==> src/rtl/bcd_countdown60.sv <==
// Minutes:seconds BCD countdown timer using packed {tens, units} bytes.
// Loads a saturated start value, decrements once per enabled tick and pulses done at expiry.
//
// state    | meaning
// ---------+-------------------------------------------------
// ST_IDLE  | stopped; holds the loaded value or 00:00
// ST_RUN   | counting down on every cycle with en=1
// ST_PAUSE | counting suspended; value held until start
module bcd_countdown60 #(
  parameter int AUTO_RELOAD = 0
) (
  input  logic       clk,
  input  logic       rstn,
  input  logic       en,
  input  logic       load,
  input  logic [7:0] ld_mm,
  input  logic [7:0] ld_ss,
  input  logic       start,
  input  logic       stop,
  output logic [7:0] mm,
  output logic [7:0] ss,
  output logic       busy,
  output logic       done,
  output logic       bout,
  output logic       ld_err
);

  typedef enum logic [1:0] {
    ST_IDLE  = 2'd0,
    ST_RUN   = 2'd1,
    ST_PAUSE = 2'd2
  } state_t;

  state_t     state_q, state_d;
  logic [7:0] mm_q, mm_d;
  logic [7:0] ss_q, ss_d;
  logic [7:0] rld_mm_q, rld_mm_d;
  logic [7:0] rld_ss_q, rld_ss_d;
  logic       done_q, done_d;
  logic       ld_err_q, ld_err_d;

  logic [7:0] ld_mm_sat;
  logic [7:0] ld_ss_sat;
  logic [7:0] mm_dec;
  logic [7:0] ss_dec;
  logic       ss_zero;
  logic       val_zero;
  logic       val_one;

  function automatic logic [7:0] sat_bcd60(input logic [7:0] v);
    logic [3:0] t;
    logic [3:0] u;
    t = (v[7:4] > 4'd5) ? 4'd5 : v[7:4];
    u = (v[3:0] > 4'd9) ? 4'd9 : v[3:0];
    return {t, u};
  endfunction

  function automatic logic [7:0] dec_bcd60(input logic [7:0] v);
    logic [3:0] t;
    logic [3:0] u;
    t = v[7:4];
    if (v[3:0] == 4'd0) begin
      u = 4'd9;
      t = (v[7:4] == 4'd0) ? 4'd5 : v[7:4] - 4'd1;
    end else begin
      u = v[3:0] - 4'd1;
    end
    return {t, u};
  endfunction

  function automatic logic sat_hit(input logic [7:0] v);
    return (v[7:4] > 4'd5) || (v[3:0] > 4'd9);
  endfunction

  assign ld_mm_sat = sat_bcd60(ld_mm);
  assign ld_ss_sat = sat_bcd60(ld_ss);
  assign mm_dec    = dec_bcd60(mm_q);
  assign ss_dec    = dec_bcd60(ss_q);
  assign ss_zero   = (ss_q == 8'h00);
  assign val_zero  = (mm_q == 8'h00) && ss_zero;
  assign val_one   = (mm_q == 8'h00) && (ss_q == 8'h01);

  always_comb begin
    state_d  = state_q;
    mm_d     = mm_q;
    ss_d     = ss_q;
    rld_mm_d = rld_mm_q;
    rld_ss_d = rld_ss_q;
    ld_err_d = ld_err_q;
    done_d   = 1'b0;

    if (load) begin
      state_d  = ST_IDLE;
      mm_d     = ld_mm_sat;
      ss_d     = ld_ss_sat;
      rld_mm_d = ld_mm_sat;
      rld_ss_d = ld_ss_sat;
      ld_err_d = sat_hit(ld_mm) || sat_hit(ld_ss);
    end else if (stop) begin
      if (state_q == ST_RUN) begin
        state_d = ST_PAUSE;
      end
    end else if (start && (state_q != ST_RUN)) begin
      if ((state_q == ST_PAUSE) || !val_zero) begin
        state_d = ST_RUN;
      end
    end else if ((state_q == ST_RUN) && en) begin
      if (val_one) begin
        // A reload of 00:01 expires every tick; masking keeps done from running back-to-back.
        done_d = ~done_q;
        if (AUTO_RELOAD != 0) begin
          mm_d = rld_mm_q;
          ss_d = rld_ss_q;
        end else begin
          mm_d    = 8'h00;
          ss_d    = 8'h00;
          state_d = ST_IDLE;
        end
      end else begin
        ss_d = ss_dec;
        if (ss_zero) begin
          mm_d = mm_dec;
        end
      end
    end
  end

  always_ff @(posedge clk or negedge rstn) begin
    if (!rstn) begin
      state_q  <= ST_IDLE;
      mm_q     <= 8'h00;
      ss_q     <= 8'h00;
      rld_mm_q <= 8'h00;
      rld_ss_q <= 8'h00;
      done_q   <= 1'b0;
      ld_err_q <= 1'b0;
    end else begin
      state_q  <= state_d;
      mm_q     <= mm_d;
      ss_q     <= ss_d;
      rld_mm_q <= rld_mm_d;
      rld_ss_q <= rld_ss_d;
      done_q   <= done_d;
      ld_err_q <= ld_err_d;
    end
  end

  assign mm     = mm_q;
  assign ss     = ss_q;
  assign busy   = (state_q == ST_RUN);
  assign done   = done_q;
  assign ld_err = ld_err_q;
  assign bout   = busy & en & ss_zero;

endmodule

==> config.mk <==
export PLATFORM = sky130hd
export DESIGN_NAME = bcd_countdown60
export DESIGN_NICKNAME = d
export VERILOG_FILES = /design/src/rtl/bcd_countdown60.sv
export SDC_FILE = /design/constraint.sdc
export NUM_CORES = 1
export LEC_CHECK = 0
export CAP_MARGIN = 20
export CORE_UTILIZATION = 43
export DETAILED_ROUTE_END_ITERATION = 8
export HOLD_SLACK_MARGIN = 0.05
export PLACE_DENSITY = 0.85
export SYNTH_ARGS = -nofsm -noshare
export SYNTH_HDL_FRONTEND = slang
export SYNTH_SLANG_ARGS = --single-unit
==> constraint.sdc <==
create_clock -name clk -period 2.1 [get_ports clk]
set_input_delay 0.315 -clock clk [delete_from_list [all_inputs] [get_ports clk]]
set_output_delay 0.315 -clock clk [all_outputs]
set_load 0.05 [all_outputs]
* Yosys cells after proc, flatten, opt, wreduce, memory -nomap -nowiden
Cells that the tools add are included.
** Operators by class
- Equal/unequal tests :: 8
- Multiplexer cells :: 33
- Magnitude comparators :: 4
- Bitwise operators :: 3
- Reductions and logical operators :: 26
- Add/sub/neg operators :: 4
** Operators by type and width (count)
- 8-bit two-way mux :: 11
- 4-bit two-way mux :: 10
- 4-bit zero test :: 4
- 8-bit zero test :: 2
- 4-bit by 1-bit subtractor with 4-bit output, second input constant :: 4
- 2-bit two-way mux :: 7
- 4-bit AND reduction :: 3
- 3-bit nonzero test :: 3
- 8-bit by 1-bit equality test with 1-bit output, second input constant :: 1
- 4-bit by 3-bit greater-than comparator with 1-bit output, second input constant :: 2
- 4-bit greater-than comparator, second input constant :: 2
- 4-bit nonzero test :: 2
- 1-bit two-way mux :: 5
- 5-bit AND reduction :: 1
- 1-bit logical AND :: 4
- 1-bit logical OR :: 4
- 2-bit != test, second input constant :: 2
- 4-bit by 3-bit != test with 1-bit output, second input constant :: 1
- 3-bit by 2-bit != test with 1-bit output, second input constant :: 1
- 3-bit AND reduction :: 1
- 1-bit bitwise AND :: 2
- 2-bit by 1-bit equality test with 1-bit output, second input constant :: 1
- 2-bit equality test, second input constant :: 1
- 2-bit by 1-bit != test with 1-bit output, second input constant :: 1
- other kinds (3) :: 3
** Word-level totals
- Input bits :: 22
- Output and inout bits :: 20
- Flip-flop bits (word level) :: 20

* Depth between registers and ports, before layout
- Word-level depth :: 9
- Mapped depth :: 8
- Mapped depth without buffers :: 7

* Least setup slack after synthesis
Ideal clock, no wire load.
- Path type :: register -> output
- From :: register state_q[0]
- To :: output port bout
- Buffers on the path :: 0
- Arrival :: 2090 ps
- Data required time :: 1785 ps
- Slack :: -305 ps
- Stages on the path, launching flop included :: 4
- Cells stage by stage :: dfrtp_1 nor2b_1 nand2_1 nor2_1
** On the way
- Cells in the longest elaborated chain, start to end :: 3
** Ends and longest elaborated chain
- from (decl) :: line 34 : state_t state_q, state_d;
- from (signal assigned) :: line 138 : state_q <= state_d;
- 2-bit by 1-bit equality test with 1-bit output :: line 150 : assign busy = (state_q == ST_RUN);
- via busy :: line 22 : output logic busy,
- 1-bit bitwise AND (2 in series) :: line 153 : assign bout = busy & en & ss_zero;
- to (decl) :: line 24 : output logic bout,
The timed path passes the listed nets, and every way through them passes these cells.

* Worst setup path in the final report
- From :: register ss_q[4] (netlist: ss[4])
- To :: output port bout
** On the way
- Cells in the longest elaborated chain, start to end :: 2
** Ends and longest elaborated chain
- from (decl) :: line 36 : logic [7:0] ss_q, ss_d;
- from (signal assigned) :: line 140 : ss_q <= ss_d;
- 8-bit zero test :: line 79 : assign ss_zero = (ss_q == 8'h00);
- 1-bit bitwise AND :: line 153
No other way between the ends.

==> reports/summary.md <==
The run gives 1426 as the number of global-route vias before repair. In the post-synthesis netlist, the cell with the most instances is sky130_fd_sc_hd__a21oi_1. For this run the aggregate overflow at the end of global routing stands at 0. The area of the core was 3150 um2; the number of buffers inserted by port buffering was 41.

From left edge to right edge, the die measures 60.6 um. The flip-flop and latch count after synthesis was 20; the initial antenna violation count was 0. In the routed layout, each cell is associated on average with a via count of 5.66.

A synthesized cell averages 8.49 um2. The number of different library cells used by synthesis comes to 45. The class of the most critical setup path was flop to output pin. No sink is reached through more buffers than the 2 on the longest clock path. The cell area that synthesis handed to floorplanning was 1480 um2. The logs give 1.78 ns for the required time of the worst setup path and 0 for the cts-stage hold buffer count. In the routed design, unresolved DRC markers number 0. Post-detailed-placement cell area: 2060 um2. The most used flip-flop cell after synthesis is sky130_fd_sc_hd__dfrtp_1. For the die area, the log shows 3670 um2. Final critical-path share of the clock period: 96.6%.

In this run, synthesis inferred 0 flip-flops with an integrated enable. Final hold analysis gives a worst-case slack of 0.330 ns. Cells with a size suffix above 1 make up 25.5% of the layout. The ratio of total power to cell area was 573 nW/um2. For this run, the post-layout net count is 260. Setup repair after global routing could not meet its margin everywhere. The switching portion of total power was 40.4%; the initial detailed-routing violation count was 88.

Once detail routing completed, the nets flagged for antenna violations numbered 0. Max-cap violations in this run came to 0. The weighted congestion reported at the end of routability-driven placement is 0.870. The final number of max-transition violations is 0, and the arrival time of the worst setup path is 1.71 ns. The worst-case IR drop observed on VDD is 0.355 mV. By area the synthesized netlist is led by sky130_fd_sc_hd__dfrtp_1 (34%), sky130_fd_sc_hd__a21oi_1 (7.5%), sky130_fd_sc_hd__nor2_1 (5.1%). The synthesized design devotes to its leading area cell type 33.9% of total area. Based on the critical path, the design can be clocked at up to 493 MHz.

The number of placed I/O pins is 42, and the count of vias placed by the detailed router is 1557. In the synthesized netlist, mux cells make up 0% of the area. The share of synthesized cell area in full adder, half adder and majority cells is 4.23%, and the maximum number of pins on one net before global-route repair is 21.

By count the netlist is led by sky130_fd_sc_hd__a21oi_1 (22), sky130_fd_sc_hd__dfrtp_1 (20), sky130_fd_sc_hd__nor2_1 (20). In this run the worst path has a maximum fanout of 4. Dividing the detail-routed wire length by the instance count gives 14.4 um. The run finished with clean final reports. The floorplan die height was 60.6 um; the H-tree depth reported by CTS was 1.

TritonCTS created 3 clock buffers. By area, the combinational part of the netlist is dominated by simple AND/OR/NAND/NOR gates. The type of the tightest min-delay check was primary input to asynchronous set/reset pin. Synthesis produced a netlist with a net count of 201.

At the end of the flow the core is filled with cells to 68.0%. The tools report the category of the worst setup path capture point as an output pin. From synthesis to final layout, the design area changed by 45.0%. The number of clock sinks was 20.

Start point of the critical path: ss[4]. After clock tree synthesis, the clock-pin slew on the worst setup and hold paths is 0.12 ns. The wire-length estimate of the detail-placed layout is 2.90 mm. The cell taking the most area after synthesis was sky130_fd_sc_hd__dfrtp_1.

The yosys synthesis warning count was 0; the internal cell power was 0.732 mW. Sequential elements use 33.9% of the synthesized area. Combinational cells account for 45.0% of the total power.

The critical register-to-register path startpoint is ss[4]. Area fraction in compound gates after synthesis: 25.6%. The number of endpoints failing setup at the final stage is 0, and the combined global-route utilization of all metal layers is 23.7%. Cell row count: 20.

Once the floorplan was initialized, standard cells occupied 46.9% of the core. STA classifies the critical path startpoint as a flop. The tools report the overall power consumption as 1.23 mW. The post-synthesis xor/xnor area fraction is 0%, and the fraction of registers with async set or reset after synthesis is 100%. The worst pin sits at a relative slew slack of 65.7%.

TritonCTS built the clock tree. Of the total synthesized cell area, the portion taken by AND, OR, NAND and NOR gates is 29.5%. After technology mapping, the gate count stands at 174.

The number of search-and-repair iterations in the first detailed-routing pass came out at 4. The number of hold violations in the final report was 0; the leakage power of the design was 0.833 nW. The first global-routing pass estimated 6.41 mm of wire. The tools report the insertion delay of the later-clocked pin in the worst-skew pair as 0.31 ns. The number of antenna diodes in the final layout is 0. The finished cells cover 2140 um2.

The final worst clock skew was 0.0129 ns. At the pin with the least slew margin, the transition time is 0.513 ns. The total detailed-routing wirelength is 3.95 mm.

The clock root buffer was sky130_fd_sc_hd__clkbuf_4. Sequential cells account for 39.5% of the total power. For this design the total switching power over the nets is 0.496 mW. The minimum period implied by the final worst setup slack is 2.03 ns, and the clock group share of total power is 15.5%.
## critical path: stages, from the launching register on
cell	delay (ns)
sky130_fd_sc_hd__dfrtp_2	0.44
sky130_fd_sc_hd__inv_2	0.10
sky130_fd_sc_hd__ha_4	0.15
sky130_fd_sc_hd__nor3b_4	0.19
sky130_fd_sc_hd__buf_4	0.16
sky130_fd_sc_hd__nand2_2	0.09
sky130_fd_sc_hd__nor2_4	0.13
sky130_fd_sc_hd__buf_12	0.14
## layout make-up
type	count	area [um2]
fill	273	1010
clock buffer	3	22.5
inverter	16	62.6
multi-input combinational	131	921
sequential	20	510
timing repair buffer	61	572
tap	44	55.1
## cell families after synthesis
group / Yosys count
simple gates: 67
compound gates: 59
buf+inv: 23
flops: 20
fa+ha+maj: 5
## metal layers
| layer | wire, um | track usage [%] |
|---|---|---|
| met5 | 0 | 0 |
| met4 | 40 | 9.42 |
| met3 | 294 | 3.62 |
| met2 | 1800 | 36.7 |
| met1 | 1820 | 33.1 |
## power by group through the flow
stage / Clock (mW) / Sequential [mW] / Combinational [mW]
4_1_cts: 0.190 / 0.484 / 0.542
2_1_floorplan: 0 / 0.621 / 0.199
3_3_place_gp: 0 / 0.493 / 0.523
6_report: 0.191 / 0.485 / 0.552
5_1_grt: 0.213 / 0.492 / 0.599
3_5_place_dp: 0 / 0.494 / 0.526
## per-stage QoR
stage	setup TNS (ns)	cells	worst slack, ns
after floorplan	0	174	0.0000475
after global placement	0	266	0.141
after detailed placement	0	266	0.0875
after CTS	0	271	0.0125
after global routing	-0.00641	275	-0.00641
final	0	275	0.0709
## path summary, 6_finish.rpt
path | to | slack (ns) | cells after the start
max | bout | 0.07 | 7
min | ld_err | 0.33 | 2
max reg2reg | mm[7] | 0.07 | 8
min reg2reg | done | 0.44 | 1
max in group asynchronous | mm[4] | 1.52 | 2
min in group clk | done | 0.44 | 1
## layout by cell type (no fill, tap or decap), types with 3 or more instances in the layout
cell type                         instances
sky130_fd_sc_hd__clkdlybuf4s50_1         39
sky130_fd_sc_hd__o21ai_0                  9
sky130_fd_sc_hd__a31oi_1                  4
sky130_fd_sc_hd__inv_1                   10
sky130_fd_sc_hd__or4_1                    3
sky130_fd_sc_hd__nand3_1                  5
sky130_fd_sc_hd__o31ai_1                  4
sky130_fd_sc_hd__nor3b_4                  4
sky130_fd_sc_hd__a21oi_1                 22
sky130_fd_sc_hd__buf_4                   20
sky130_fd_sc_hd__nor2_1                  19
sky130_fd_sc_hd__inv_2                    5
sky130_fd_sc_hd__clkbuf_4                 3
sky130_fd_sc_hd__nor3_1                   5
sky130_fd_sc_hd__dfrtp_1                 12
sky130_fd_sc_hd__nand2_1                  9
sky130_fd_sc_hd__dfrtp_2                  8
## state kept, by name, indices dropped and copies added (netlist names)
signal   flops
done         1
ld_err       1
mm           8
ss           8
state_q      2
## what timing repair did
action	4_1_cts	5_1_grt
resized for setup	1	5
buffers inserted	2	4
pin swaps	1	2
setup endpoints to repair	1	2
endpoints found under the hold margin	0	0
Power figures use the tool's default switching activity.
